--- src/rtl/irq_sequencer.sv ---
// -----------------------------------------------------------------------------
// irq_sequencer
//
// Interrupt sequencer for the pipelined MIPS core. Rising edges on the
// peripheral/timer interrupt lines are latched as pending requests. The block
// waits for a safe instruction in ID, then injects a one-cycle interrupt
// entry: it tells the decoder to treat the ID instruction as the interrupt,
// squashes the fetch in flight and steers the PC mux to the handler vector.
// After entry it holds kernel mode until the handler's return instruction
// (jr $26) is accepted in ID. There is no nesting.
//
// State    | meaning
// ---------+-------------------------------------------------------------
// IDLE     | user mode, no unmasked request seen yet
// WAIT_SAFE| unmasked request present, waiting for a safe ID instruction
// TAKE     | one-cycle entry: irq/flush_if/pc_sel_vec/irq_ack asserted
// KERNEL   | handler running; new edges only accumulate in pending
//
// Ports
//   clk          system clock, rising edge
//   reset        asynchronous reset, active low
//   irq_src      level interrupt lines (edge-detected here), index 0 highest
//   irq_mask     1 = source masked; its pending bit still records edges
//   id_valid     ID holds a real instruction (not a bubble)
//   id_pc        PC of the instruction in ID
//   id_stall     load-use stall holding ID this cycle
//   ex_redirect  taken branch/jump resolving in EX (ID about to be flushed)
//   id_is_eret   ID holds the handler return
//   irq          decoder: ID instruction becomes the interrupt entry
//   flush_if     squash the IF/ID fetch in flight
//   pc_sel_vec   PC mux selects vec_pc
//   vec_pc       handler entry PC (constant VECTOR)
//   epc          PC of the interrupted instruction
//   cause        one-hot source of the last taken interrupt
//   irq_ack      one-cycle acknowledge pulse to the serviced source
//   kernel_mode  high from interrupt entry until the return is accepted
// -----------------------------------------------------------------------------
module irq_sequencer #(
    parameter int          NUM_SRC = 4,
    parameter logic [31:0] VECTOR  = 32'h80000004
) (
    input  logic               clk,
    input  logic               reset,
    input  logic [NUM_SRC-1:0] irq_src,
    input  logic [NUM_SRC-1:0] irq_mask,
    input  logic               id_valid,
    input  logic [31:0]        id_pc,
    input  logic               id_stall,
    input  logic               ex_redirect,
    input  logic               id_is_eret,
    output logic               irq,
    output logic               flush_if,
    output logic               pc_sel_vec,
    output logic [31:0]        vec_pc,
    output logic [31:0]        epc,
    output logic [NUM_SRC-1:0] cause,
    output logic [NUM_SRC-1:0] irq_ack,
    output logic               kernel_mode
);

    typedef enum logic [1:0] {
        IDLE      = 2'd0,
        WAIT_SAFE = 2'd1,
        TAKE      = 2'd2,
        KERNEL    = 2'd3
    } seqStateT;

    seqStateT           state;
    logic [NUM_SRC-1:0] srcPrev;
    logic [NUM_SRC-1:0] pending;
    logic [NUM_SRC-1:0] rise;
    logic [NUM_SRC-1:0] req;
    logic [NUM_SRC-1:0] selOneHot;
    logic               safePoint;
    logic               eretAccept;

    assign vec_pc = VECTOR;

    assign rise       = irq_src & ~srcPrev;
    assign req        = pending & ~irq_mask;
    assign safePoint  = id_valid & ~id_stall & ~ex_redirect & ~id_is_eret;
    assign eretAccept = id_is_eret & id_valid & ~id_stall;

    // Lowest set index of req wins.
    always_comb begin
        selOneHot = '0;
        for (int i = NUM_SRC - 1; i >= 0; i--) begin
            if (req[i]) begin
                selOneHot    = '0;
                selOneHot[i] = 1'b1;
            end
        end
    end

    // irq_ack is only non-zero during TAKE and carries the source chosen on
    // entry, so it doubles as the pending-clear mask. A fresh edge in the
    // same cycle wins over the clear.
    always_ff @(posedge clk or negedge reset) begin
        if (!reset) begin
            srcPrev <= '0;
            pending <= '0;
        end else begin
            srcPrev <= irq_src;
            pending <= (pending & ~irq_ack) | rise;
        end
    end

    // The source is frozen on the WAIT_SAFE->TAKE edge so the TAKE outputs
    // can be registered; cause and the pending clear reuse that choice.
    always_ff @(posedge clk or negedge reset) begin
        if (!reset) begin
            state       <= IDLE;
            irq         <= 1'b0;
            flush_if    <= 1'b0;
            pc_sel_vec  <= 1'b0;
            irq_ack     <= '0;
            kernel_mode <= 1'b0;
            epc         <= '0;
            cause       <= '0;
        end else begin
            irq        <= 1'b0;
            flush_if   <= 1'b0;
            pc_sel_vec <= 1'b0;
            irq_ack    <= '0;

            case (state)
                IDLE: begin
                    if (|req) begin
                        state <= WAIT_SAFE;
                    end
                end

                WAIT_SAFE: begin
                    if (req == '0) begin
                        state <= IDLE;
                    end else if (safePoint) begin
                        state      <= TAKE;
                        irq        <= 1'b1;
                        flush_if   <= 1'b1;
                        pc_sel_vec <= 1'b1;
                        irq_ack    <= selOneHot;
                    end
                end

                TAKE: begin
                    state       <= KERNEL;
                    epc         <= id_pc;
                    cause       <= irq_ack;
                    kernel_mode <= 1'b1;
                end

                KERNEL: begin
                    // Returning always lands in IDLE; a request still pending
                    // is picked up from there one cycle later.
                    if (eretAccept) begin
                        state       <= IDLE;
                        kernel_mode <= 1'b0;
                    end
                end

                default: begin
                    state       <= IDLE;
                    kernel_mode <= 1'b0;
                end
            endcase
        end
    end

endmodule

--- config.mk ---
export PLATFORM = sky130hd
export DESIGN_NAME = irq_sequencer
export DESIGN_NICKNAME = d
export VERILOG_FILES = /design/src/rtl/irq_sequencer.sv
export SDC_FILE = /design/constraint.sdc
export NUM_CORES = 1
export LEC_CHECK = 0
export ABC_CLOCK_PERIOD_IN_PS = 3400
export BUFFER_PORTS_ARGS = -buffer_cell sky130_fd_sc_hd__buf_4
export CAP_MARGIN = 20
export CORE_UTILIZATION = 35
export DETAILED_ROUTE_END_ITERATION = 7
export PLACE_DENSITY_LB_ADDON = 0.2
export SKIP_CTS_REPAIR_TIMING = 1
export SLEW_MARGIN = 20
export SYNTH_ARGS = -nofsm -noshare
export SYNTH_HDL_FRONTEND = slang
export SYNTH_SLANG_ARGS = --single-unit
--- constraint.sdc ---
create_clock -name clk -period 3.4 [get_ports clk]
set_clock_uncertainty 0.2 [all_clocks]
set_input_delay 0 -clock clk [delete_from_list [all_inputs] [get_ports clk]]
set_output_delay 0 -clock clk [all_outputs]
set_load 0.005 [all_outputs]
==> Word level (Yosys, flattened, before mapping) <==
Cells that the tools add are included.
{ "classes": {"n_eq_ne": 6, "muxes": 17, "bitwise_logic": 15, "reduce_logical": 6} }
{ "ops": {"columns": ["op", "count"], "rows": [
  ["2-to-1 mux 4 bit", 7],
  ["AND 4 bit", 3],
  ["NOT 4 bit", 3],
  ["2-to-1 mux 2 bit", 4],
  ["case mux 2 bit (4 select lines)", 1],
  ["AND 1 bit", 5],
  ["== test 2 bit (second input constant)", 2],
  ["logical NOT 4 bit", 1],
  ["2-to-1 mux 1 bit", 4],
  ["!= test 2 bit (second input constant)", 2],
  ["bitwise OR 4 bit", 1],
  ["OR reduction 4 bit", 1],
  ["!= test 3 bit (second input constant)", 1],
  ["NOT 1 bit", 3],
  ["AND reduction 3 bit", 1],
  ["== test 2 x 1 -> 1 bit (second input constant)", 1],
  ["logical NOT 2 bit", 1],
  ["case mux 1 bit (2 select lines)", 1],
  ["AND reduction 2 bit", 1],
  ["nonzero test 2 bit", 1]
]} }
{ "totals": {"regBits": 52, "input_bits": 46, "out_inout_bits": 76} }

==> Logic depth before layout (Yosys ltp) <==
{ "depth": {"depth_word": 9, "depth_mapped": 4, "depth_no_buf": 3} }

==> Worst setup path before layout <==
Ideal clock, no wire load.
{ "synth_timing": {"path_type": "flip-flop to flip-flop", "start": "reg state[0]", "end": "reg cause[3]", "arrival_time_ns": 1.133, "setup_slack_ns": 1.942, "stages_incl_launch_ff": 4, "n_path_buf": 1, "synth_period_minus_slack_ns": 1.458, "path_cell_list": "dfrtp_1 nor2_8 buf_6 mux2_4"} }
{ "synth_between": {"elab_chain_cells": 1} }
{ "synth_lines": {"columns": ["item", "line", "rtl"], "rows": [
  ["start: declaration", "68", "seqStateT state;"],
  ["start signal: assignment", "112", "state <= IDLE;"],
  ["start signal: assignment", "129", "state <= WAIT_SAFE;"],
  ["start signal: assignment", "135", "state <= IDLE;"],
  ["== test 2 bit", "126", "case (state)"],
  ["end signal: assignment", "148", "cause <= irq_ack;"],
  ["end: declaration", "56", "output logic [NUM_SRC-1:0] cause,"]
]} }
No other way between the ends.
A chain may end at the register's enable or synchronous reset.

==> impl_metrics.csv <==
group,metric,value,unit
sta,maxSlewHeadroom,44.4,%
layout,fin_util,54.8,%
setup_path,worstPathArrival,2.60,ns
setup_path,rrSetupSlack,0.84,ns
synth,synth.distinct_cells,25,
layout,final_common_cell,"buf_4",
synth,synth_xor_area_share,0,%
clock_network,clk_pin_slew,0.08,ns
floorplan,core,6390,sq um
synth,synthFlopType,"dfrtp_1",
power,internal_power,1.50,mW
floorplan,dieHeight,83.4,um
setup_path,cp_max_fo,4,
power,powerDensity,577,nW/um^2
floorplan,dieWidth,83.4,um
global_routing,grt_usage,12.4,%
sta,tns,0,ns
sta,setup_viol,0,
sta,grt_setup_unrepaired,"no",
setup_path,path_delay_family,"buffers and inverters",
clock_network,cts_made_buffers,5,
power,combPwrFrac,37.9,%
sta,period_needed,2.56,ns
global_routing,overflow,0,
floorplan,floorplan.rows,29,
power,p_clk_share,15.4,%
sta,fin_crit_sh,75.4,%
setup_path,crit_buf_inv,2,
setup_path,ff2ff_path_depth,5,
synth,seq_area_frac_synth,56.1,%
layout,final_cell_mix,"buf_4, dfrtp_1, dlygate4sd3_1",
setup_path,path_common_cell,"dlygate4sd3_1",
sta,final_max_slew_viol_count,0,
clock_network,cts-root-buf,"clkbuf_8",
synth,synth_compound_area_share,2.43,%
clock_network,clk_path_buf_depth,2,
global_routing,grt_pass1_vias,1414,
setup_path,cp_cell_sequence,"nor3_1 > dlygate4sd3_1 > nand4_1 > nor4_1 > dlygate4sd3_1",
sta,max_freq,0.390,GHz
synth,ys_ff_latch,52,
setup_path,cp-start-kind,"register",
placed_design,dp_hpwl,2.78,mm
sta,finalHoldViolations,0,
routing,wl,4.61,mm
setup_path,slowest_stage,"dlygate4sd3_1",
clock_network,htree_levels,2,
clock_network,cts_tree,"yes",
setup_path,critPathMaxStageDelay,0.61,ns
setup_path,endpoint_kind,"register",
synth,synth-simple-area-share,5.12,%
power,power.leakage,1.80,nW
routing,vias,1579,
power,switching_power,0.514,mW
layout,syn_to_final_growth,50.7,%
setup_path,r2r-end,"irq_ack[3]",
sta,worstMarginPinSlew,0.834,ns
global_routing,grt_pass1_wl,6.80,mm
floorplan,die_area,6960,sq um
synth,synthMuxAreaShare,22.2,%
min_path,hold_class,"input port to async pin",
routing,via_per_inst,4.17,
flow_run,drv_cap,0,
floorplan,initial_core_util,36.3,%
clock_network,worst_skew_pair.late_latency,0.29,ns
synth,synthCells,163,
power,ir_drop,0.347,mV
power,p_sw_share,25.5,%
synth,synth_fa_ha_area_share,0,%
power,seqPwrFrac,46.7,%
layout,antenna_cells,0,
global_routing,antenna_found_initial,0,
floorplan,io_pins,122,
synth,async_flop_share,100,%
placed_design,io_buffers,89,
layout,finalNonFillerCells,379,
setup_path,critical_path_class,"register to register",
routing,first_pass_iters,4,
synth,synth_top_family_by_area,"multiplexers",
synth,synth-edff-count,0,
clock_network,clock-sinks,52,
placed_design,place_congestion,0.812,
synth,avgSynthCellArea,14.2,sq um
synth,syn_area,2320,sq um
synth,yosys_warnings,0,
routing,postRouteAntennaNets,0,
setup_path,required,3.43,ns
layout,n_fill_cell,561,
layout,drive_gt1_share,44.0,%
routing,wire_per_inst,12.2,um
routing,drc,0,
status,status,"complete, no violations",
layout,final_nets,350,
routing,initialDrtViolationCount,32,
placed_design,place_inst,322,
global_routing,grt_max_degree,53,
[layer usage]
| layer | share of wire, % | vias up | GRT usage (%) |
|---|---|---|---|
| li1 | - | 756 | - |
| met1 | 44 | 747 | 16.1 |
| met2 | 48 | 71 | 19.4 |
| met3 | 6.9 | 5 | 4.37 |
| met4 | 0.82 | 0 | 3.70 |
| met5 | 0 | - | 0 |
[logic make-up (layout without fill, tap and decap cells)]
family                 Yosys count  in the layout
buffers and inverters           46            155
and+or+nand+nor                 19             19
other                            2             32
muxes                           36             36
DFF                             52             52
AOI/OAI and AO/OA                8              8
[sequential cells by signal, summed over array words and instances (netlist names), named ones only]
name	cells
pc_sel_vec	1
cause	4
epc	32
pending	4
irq_ack	4
srcPrev	4
kernel_mode	1
state	1
[power groups by stage]
stage	logic [mW]	registers, mW	clock network [mW]
5_1_grt	0.825	0.970	0.355
3_3_place_gp	0.708	0.949	0
3_5_place_dp	0.718	0.948	0
6_report	0.764	0.943	0.310
4_1_cts	0.721	0.942	0.332
2_1_floorplan	0.337	0.958	0
[cells in the mapped netlist, drive strengths merged (2+ instances only)]
cell	number	area share (%)
dfrtp	52	56
nor2	5	1.5
conb	2	0.32
o22ai	4	1.1
mux2	36	22
nand2b	3	0.81
nand3	2	0.43
buf	37	12
inv	9	1.5
nand2	2	0.32
[worst max path at each step]
stage	from	endpoint	slack, ns	cells past startpoint
global placement	state[0]	epc[0]	1.51	2
global route	register	irq_ack[3]	0.70	5
detailed placement	state[0]	epc[2]	1.48	2
CTS	state[0]	epc[2]	1.47	2
finish	register	irq_ack[3]	0.84	5
floorplan	state[0]	cause[3]	1.94	3
[layout make-up]
cell class	instances	area, sq um	share of cell area, %
sequential	52	1300	37.2
inverter	9	33.8	0.966
tap	77	96.3	2.75
multi-input combinational	95	810	23.1
clock buffer	5	68.8	1.97
timing repair buffer	141	1190	34.0
[metrics by stage]
step	setup slack [ns]	hold slack (ns)	instance area [sq um]	power, mW
5_1_grt	0.702	0.127	3500	2.15
3_3_place_gp	1.51	-0.122	2910	1.66
6_report	0.836	0.0820	3500	2.02
3_5_place_dp	1.48	-0.121	2910	1.67
4_1_cts	1.47	-0.451	2980	2.00
2_1_floorplan	1.94	-0.496	2430	1.30
(Power assumes the default switching activity.)
